$ cat config.mk
export PLATFORM = sky130hd
export DESIGN_NAME = r200_mem_arb
export DESIGN_NICKNAME = d
export VERILOG_FILES = /design/src/rtl/r200_mem_arb_pkg.sv /design/src/rtl/r200_mem_arb.sv
export SDC_FILE = /design/constraint.sdc
export NUM_CORES = 1
export LEC_CHECK = 0
export CAP_MARGIN = 20
export CELL_PAD_IN_SITES_DETAIL_PLACEMENT = 1
export CELL_PAD_IN_SITES_GLOBAL_PLACEMENT = 1
export CORE_MARGIN = 4
export CORE_UTILIZATION = 28
export CTS_CLUSTER_SIZE = 8
export DETAILED_ROUTE_END_ITERATION = 8
export GPL_TIMING_DRIVEN = 0
export PLACE_DENSITY_LB_ADDON = 0.08
export SYNTH_ARGS = -nofsm -noshare
export SYNTH_HDL_FRONTEND = slang
export SYNTH_SLANG_ARGS = --single-unit
export TNS_END_PERCENT = 30
$ cat constraint.sdc
create_clock -name clk -period 1.9 [get_ports clk]
set_input_delay 0.38 -clock clk [delete_from_list [all_inputs] [get_ports clk]]
set_output_delay 0.38 -clock clk [all_outputs]
set_load 0.02 [all_outputs]
$ cat src/rtl/r200_mem_arb_pkg.sv
// rtl/r200_mem_arb_pkg.sv - shared types and defaults for the r200 memory arbiter
//
// Purpose : FSM state encoding and the default starvation limit used by r200_mem_arb.
// Contents: arb_state_t   - ARB_IDLE / ARB_BUSY_IF / ARB_BUSY_MEM (2 bits)
//           STARVE_MAX_DEFAULT - consecutive MEM grants allowed while fetch waits
package r200_mem_arb_pkg;

    typedef enum logic [1:0] {
        ARB_IDLE     = 2'd0,
        ARB_BUSY_IF  = 2'd1,
        ARB_BUSY_MEM = 2'd2
    } arb_state_t;

    localparam int STARVE_MAX_DEFAULT = 4;

endpackage

$ cat src/rtl/r200_mem_arb.sv
// rtl/r200_mem_arb.sv - single-port memory arbiter shared by fetch and the MEM stage
//
// Purpose : Shares one memory bus between instruction fetch (read-only) and the MEM
//           stage (read/write), one transaction outstanding at a time. MEM has priority
//           but after STARVE_MAX consecutive MEM grants with fetch waiting, fetch wins.
// Ports   : clk, rst (synchronous, active-high)
//           if_req/if_addr -> if_gnt (comb), if_rvalid/if_rdata (registered)
//           mem_req/mem_we/mem_addr/mem_wdata -> mem_gnt (comb), mem_rvalid/mem_rdata
//           bus_req/bus_we/bus_addr/bus_wdata -> memory, bus_ack/bus_rdata <- memory
//           arb_conflicts : cycles with both requests pending (only with R200_ARB_PERF_EN)
// Config  : `define R200_ARB_PERF_EN to add the arb_conflicts port and counter.
module r200_mem_arb
    import r200_mem_arb_pkg::*;
#(
    parameter int STARVE_MAX = STARVE_MAX_DEFAULT
) (
    input  logic        clk,
    input  logic        rst,
    input  logic        if_req,
    input  logic [31:0] if_addr,
    output logic        if_gnt,
    output logic        if_rvalid,
    output logic [31:0] if_rdata,
    input  logic        mem_req,
    input  logic        mem_we,
    input  logic [31:0] mem_addr,
    input  logic [31:0] mem_wdata,
    output logic        mem_gnt,
    output logic        mem_rvalid,
    output logic [31:0] mem_rdata,
    output logic        bus_req,
    output logic        bus_we,
    output logic [31:0] bus_addr,
    output logic [31:0] bus_wdata,
    input  logic        bus_ack,
    input  logic [31:0] bus_rdata
`ifdef R200_ARB_PERF_EN
    ,
    output logic [31:0] arb_conflicts
`endif
);

    localparam int SW = $clog2(STARVE_MAX + 1);

    arb_state_t    state;
    arb_state_t    state_next;
    logic [SW-1:0] starve_cnt;
    logic          starve_full;
    logic          if_win;
    logic          mem_win;

    // Winner among the present requests, independent of FSM state; the
    // grants below qualify it with IDLE and reset.
    assign starve_full = (starve_cnt == SW'(STARVE_MAX));
    assign if_win      = if_req && (!mem_req || starve_full);
    assign mem_win     = mem_req && !if_win;

    // State register
    always_ff @(posedge clk) begin
        if (rst) begin
            state <= ARB_IDLE;
        end else begin
            state <= state_next;
        end
    end

    // Next-state logic
    always_comb begin
        state_next = state;
        unique case (state)
            ARB_IDLE: begin
                if (if_win) begin
                    state_next = ARB_BUSY_IF;
                end else if (mem_win) begin
                    state_next = ARB_BUSY_MEM;
                end
            end
            ARB_BUSY_IF, ARB_BUSY_MEM: begin
                if (bus_ack) begin
                    state_next = ARB_IDLE;
                end
            end
            default: state_next = ARB_IDLE;
        endcase
    end

    // Output logic: grants are combinational so the requester sees acceptance
    // in the request cycle.
    always_comb begin
        if_gnt  = 1'b0;
        mem_gnt = 1'b0;
        bus_req = (state != ARB_IDLE);
        if (!rst && state == ARB_IDLE) begin
            if_gnt  = if_win;
            mem_gnt = mem_win;
        end
    end

    // Request capture: bus_* are loaded only at grant, so they stay stable for
    // the whole BUSY phase regardless of what the requesters do afterwards.
    always_ff @(posedge clk) begin
        if (rst) begin
            bus_we    <= 1'b0;
            bus_addr  <= 32'd0;
            bus_wdata <= 32'd0;
        end else if (if_gnt) begin
            bus_we    <= 1'b0;
            bus_addr  <= if_addr;
            bus_wdata <= 32'd0;
        end else if (mem_gnt) begin
            bus_we    <= mem_we;
            bus_addr  <= mem_addr;
            bus_wdata <= mem_wdata;
        end
    end

    // Read return: bus_ack only counts in a BUSY state, so a late ack after a
    // reset (or a stray ack in IDLE) never produces rvalid.
    always_ff @(posedge clk) begin
        if (rst) begin
            if_rvalid  <= 1'b0;
            mem_rvalid <= 1'b0;
            if_rdata   <= 32'd0;
            mem_rdata  <= 32'd0;
        end else begin
            if_rvalid  <= (state == ARB_BUSY_IF) && bus_ack;
            mem_rvalid <= (state == ARB_BUSY_MEM) && bus_ack;
            if ((state == ARB_BUSY_IF) && bus_ack) begin
                if_rdata <= bus_rdata;
            end
            if ((state == ARB_BUSY_MEM) && bus_ack) begin
                mem_rdata <= bus_rdata;
            end
        end
    end

    // Starvation counter: counts MEM grants taken while fetch was waiting.
    always_ff @(posedge clk) begin
        if (rst) begin
            starve_cnt <= '0;
        end else if (!if_req || if_gnt) begin
            starve_cnt <= '0;
        end else if (mem_gnt && !starve_full) begin
            starve_cnt <= starve_cnt + SW'(1);
        end
    end

`ifdef R200_ARB_PERF_EN
    always_ff @(posedge clk) begin
        if (rst) begin
            arb_conflicts <= 32'd0;
        end else if (if_req && mem_req) begin
            arb_conflicts <= arb_conflicts + 32'd1;
        end
    end
`endif

endmodule
### Yosys cells after proc, flatten, opt, wreduce, memory -nomap -nowiden

Index checks and enable logic that the tools add are counted.

* register bits after elaboration: 136
* logic and storage cells: 43
* output and inout bits: 134

* add/sub/neg operators: 1
* equal/unequal tests: 5
* mux-type cells: 8
* reductions and logical operators: 20

Operators with widths (number)
* $mux W32: 2
* $logic_and A1 B1 Y1: 6
* $mux W2: 3
* $reduce_or A2 Y1: 3
* $logic_not A1 Y1: 5
* $pmux W2 S2: 1
* $reduce_bool A2 Y1: 2
* $add A3 B1 Y3 const B: 1
* $eq A3 B3 Y1 const B: 1
* $ne A3 B3 Y1 const B: 1
* $eq A2 B1 Y1 const B: 1
* $eq A2 B2 Y1 const B: 1
* $logic_not A2 Y1: 1
* $logic_or A1 B1 Y1: 2
* $mux W1: 2
* $ne A2 B2 Y1 const B: 1
* $reduce_and A2 Y1: 1

### Depth between registers and ports, before layout

* depth in word-level cells: 8
* gate-level depth with buffers: 9
* depth with buffers taken out: 5

### Worst setup path before layout

OpenSTA, ideal clock, no wires.

* path type: register to output
* from: reg state[0]
* to: out if_gnt
* setup slack: 0.115 ns
* data required time: 1.520 ns
* arrival time: 1.405 ns
* stages on the path, launching flop included: 8
* cell sequence: dfxtp_1 -> inv_1 -> ha_1 -> buf_2 -> and3b_1 -> clkbuf_1 -> buf_2 -> and2_1

* cells in the longest elaborated chain, start to end: 3

Ends and longest elaborated chain
* from (decl): line r200_mem_arb.sv:45 `arb_state_t state;`
* from (signal assigned): line r200_mem_arb.sv:63 `state <= state_next;`
* $logic_not A2 Y1: line r200_mem_arb.sv:93 `if (!rst && state == ARB_IDLE) begin`
* $logic_and A1 B1 Y1: line r200_mem_arb.sv:93
* $mux W1: line r200_mem_arb.sv:93
* to (decl): line r200_mem_arb.sv:21 `output logic if_gnt,`

Every way passes these cells.

### Final worst setup path

* from: reg starve_cnt[1]
* to: out if_gnt

* cells in the longest elaborated chain, start to end: 4

Ends and longest elaborated chain
* from (decl): line r200_mem_arb.sv:47 `logic [SW-1:0] starve_cnt;`
* from (signal assigned): line r200_mem_arb.sv:144 `starve_cnt <= starve_cnt + SW'(1);`
* $eq A3 B3 Y1: line r200_mem_arb.sv:54 `assign starve_full = (starve_cnt == SW'(STARVE_MAX));`
* $logic_or A1 B1 Y1: line r200_mem_arb.sv:55 `assign if_win = if_req && (!mem_req || starve_full);`
* $logic_and A1 B1 Y1: line r200_mem_arb.sv:55
* $mux W1: line r200_mem_arb.sv:93

Every way passes these cells.

==> impl_metrics.toml <==
[placed_design]
gp_congestion = 0.824
portBuffers = 267
place_hpwl_um = 16400

[status]
outcome = "finished with violations"
failed_checks = "negative setup slack"

[pwr]
switchingPower_uw = 2020
ir_drop_mv = 0.596
pwr_density_cell_nw_per_um2 = 860
p_seq_share_pct = 38.7
leakage_uw = 0.00315
p_int_uw = 5850
pwr-share-clk_pct = 45.3
swShare_pct = 25.6
comb_power_share_pct = 16.0

[yosys]
synth_mux_area_share_pct = 0
yosys.area.top_type_share_pct = 51.3
synth_ff_type = "dfxtp_1"
synth-xor-area-share_pct = 0
synthAdderAreaFrac_pct = 1.18
synth_edf_count = 0
synth_compound_area_share_pct = 20.4
synth_warnings = 0
yosys_register_bits = 136
ys_top_cells_by_area = "dfxtp_1 (51%), a21oi_1 (9.4%), nand3_1 (9.4%)"
synth_nets = 808
synth_area_leader_cell = "dfxtp_1"
synth_cells = 669
synth_cell_types = 27
synth_top_family_by_area = "simple AND/OR/NAND/NOR gates"
async_flop_share_pct = 0
ys_seq_area_share_pct = 51.3
syn_area_per_cell_sq_um = 7.93
yosys.area_share.simple_pct = 21.2
netlist_area_sq_um = 5310

[global_routing]
globalRouteMet1Util_pct = 23.8
met2_usage_pct = 35.1
grt_usage_pct = 20.2
grt.overflow.total = 0
use_met3_pct = 6.98
first_global_vias = 6592
grt_pass1_wl_um = 34900
grt_max_degree = 17
antenna_found_initial = 2
busiest_layer = "met2"

[timing]
tightest_slew_ns = 0.528
max_freq_mhz = 498
finalWorstSetupSlack_ns = -0.106
slew_headroom_pct = 64.8
hold_violations = 0
setup_viol = 2
clock_skew_ns = 0.0131
slew_violations = 0
period_needed_ns = 2.01
hold_ws_ns = 0.456
rsz0062_at_grt = "yes"
timing.final.crit_share_pct = 106
finalSetupTns_ns = -0.117

[critical_path]
worstPathMaxFanout = 9
arrival_ns = 1.63
crit_start = "starve_cnt[1]"
start_kind = "register"
rrSetupSlack_ns = 0.16
ff2ff_path_depth = 8
r2r_end = "bus_addr[27]"
crit_type = "reg -> out"
timing.rr.start = "starve_cnt[1]"
cp.required_ns = 1.52
end_kind = "output port"

[cts]
clk_path_buf_depth = 2
cts_root_buf = "clkbuf_16"
numCtsBuffers = 17
h-tree-depth = 4
holdBufCountCts = 0
cts_tree = "yes"
clkTransAtPathRegs_ns = 0.06
cts.sinks = 136
clk_latency_ns = 0.42

[job]
max_cap_violations = 0

[finish]
diodes = 0
nets = 1108
layout-drive-gt1-share_pct = 9.48
fin_util_pct = 49.1
area_delta_synth_final_pct = 72.4
n_fill_cell = 2195

[worst_hold_path]
min_path_type = "reg -> reg"
min_path_cells = 2
min_from = "if_rdata[21]"
holdPathEnd = "if_rdata[21]"

[floorplan]
ios = 268
fp.dieW_um = 146
num_rows = 50
die_area_sq_um = 21200
die_h_um = 146
start_util_pct = 28.5
core_area_sq_um = 18600

[routing]
dr.pass1.iters = 4
drt-total-wl_um = 21800
ant_nets = 0
drt_iter0_drc = 185
wl_per_cell_um = 18.0
via_count = 6062
drc = 0
vias_per_cell = 4.99
[layout make-up]
cell class,instances,area [sq um],share of cell area (%)
repair buffers,286,2810,30.7
flip-flops and latches,136,2730,29.8
multi-input cells,461,2310,25.3
clock buffers,18,439,4.80
plain buffers,61,344,3.76
well taps,234,293,3.20
clock inverters,13,194,2.12
inverters,6,22.5,0.246
[placed cells by master (no fill, tap or decap), types with 9 or more instances in the layout]
master | synthesis | final
clkbuf_1 | 46 | 35
dfxtp_1 | 136 | 132
clkdlybuf4s50_1 | 0 | 261
nand3_1 | 100 | 100
clkbuf_16 | 0 | 19
nand2_1 | 131 | 131
buf_4 | 0 | 20
a31oi_1 | 32 | 32
clkbuf_2 | 0 | 9
a21oi_1 | 100 | 100
o21ai_0 | 68 | 68
[Yosys cell counts, types with 5 or more instances]
master / number
nand3_1: 100
dfxtp_1: 136
a31oi_1: 32
o21ai_0: 68
nand2_1: 131
ha_1: 5
a21oi_1: 100
clkbuf_1: 46
inv_1: 6
buf_2: 12
[worst max-delay path: stages, from the launching register on]
cell and delay [ns]:
dfxtp_2 0.34, inv_2 0.05, ha_4 0.17, a21bo_4 0.22, clkbuf_16 0.16, and2_4 0.15
buf_6 0.12
[power groups by stage]
stage / clock (uW) / combinational [uW] / sequential [uW]
6_report: 3560 / 1260 / 3050
5_1_grt: 3760 / 1360 / 3060
4_1_cts: 3630 / 1260 / 3050
3_5_place_dp: 0 / 1200 / 3110
3_3_place_gp: 0 / 1170 / 3100
2_1_floorplan: 0 / 364 / 3240
[metrics by stage]
stage	power (uW)	cells	cell area (sq um)	worst slack, ns
after global placement	4270	1170	8270	-0.984
after floorplan	3600	669	5310	0.115
final	7870	1215	9150	-0.106
after CTS	7940	1215	9140	-0.139
after detailed placement	4310	1170	8270	-0.980
after global routing	8170	1215	9150	-0.161
[per-layer routing]
| layer | wire length, um | part of all wire (%) |
|---|---|---|
| met3 | 1640 | 7.5 |
| met1 | 9240 | 42 |
| met4 | 313 | 1.4 |
| met5 | 21 | 0.096 |
| met2 | 10600 | 49 |
[kinds of logic (layout without fill, tap and decap cells)]
group,count (synthesis),count (layout)
adder cells (fa/ha/maj),5,5
AO/OA/AOI/OAI,205,205
AND/OR/NAND/NOR,251,251
flip-flops,136,136
buffers and inverters,72,384
[registers in the layout, summed over array words and instances, names as in the netlist]
register and flops:
mem_rdata 32, state 2, starve_cnt 3, bus_wdata 32
if_rvalid 1, bus_addr 32, if_rdata 32, bus_we 1
mem_rvalid 1
[how the worst max path moves through the flow]
stage / endpoint / slack [ns] / depth (start not counted)
floorplan: if_gnt / 0.11 / 7
global placement: if_gnt / -0.98 / 6
detailed placement: if_gnt / -0.98 / 6
CTS: if_gnt / -0.14 / 7
global route: if_gnt / -0.16 / 6
finish: if_gnt / -0.11 / 6
[what timing repair did]
item	4_1_cts	5_1_grt
setup endpoints to repair	22	63
pin swaps	5	2
gates resized for setup	56	19
setup buffers	16	3
cloned	0	0
No activity file was read; power rests on OpenSTA's default activity.
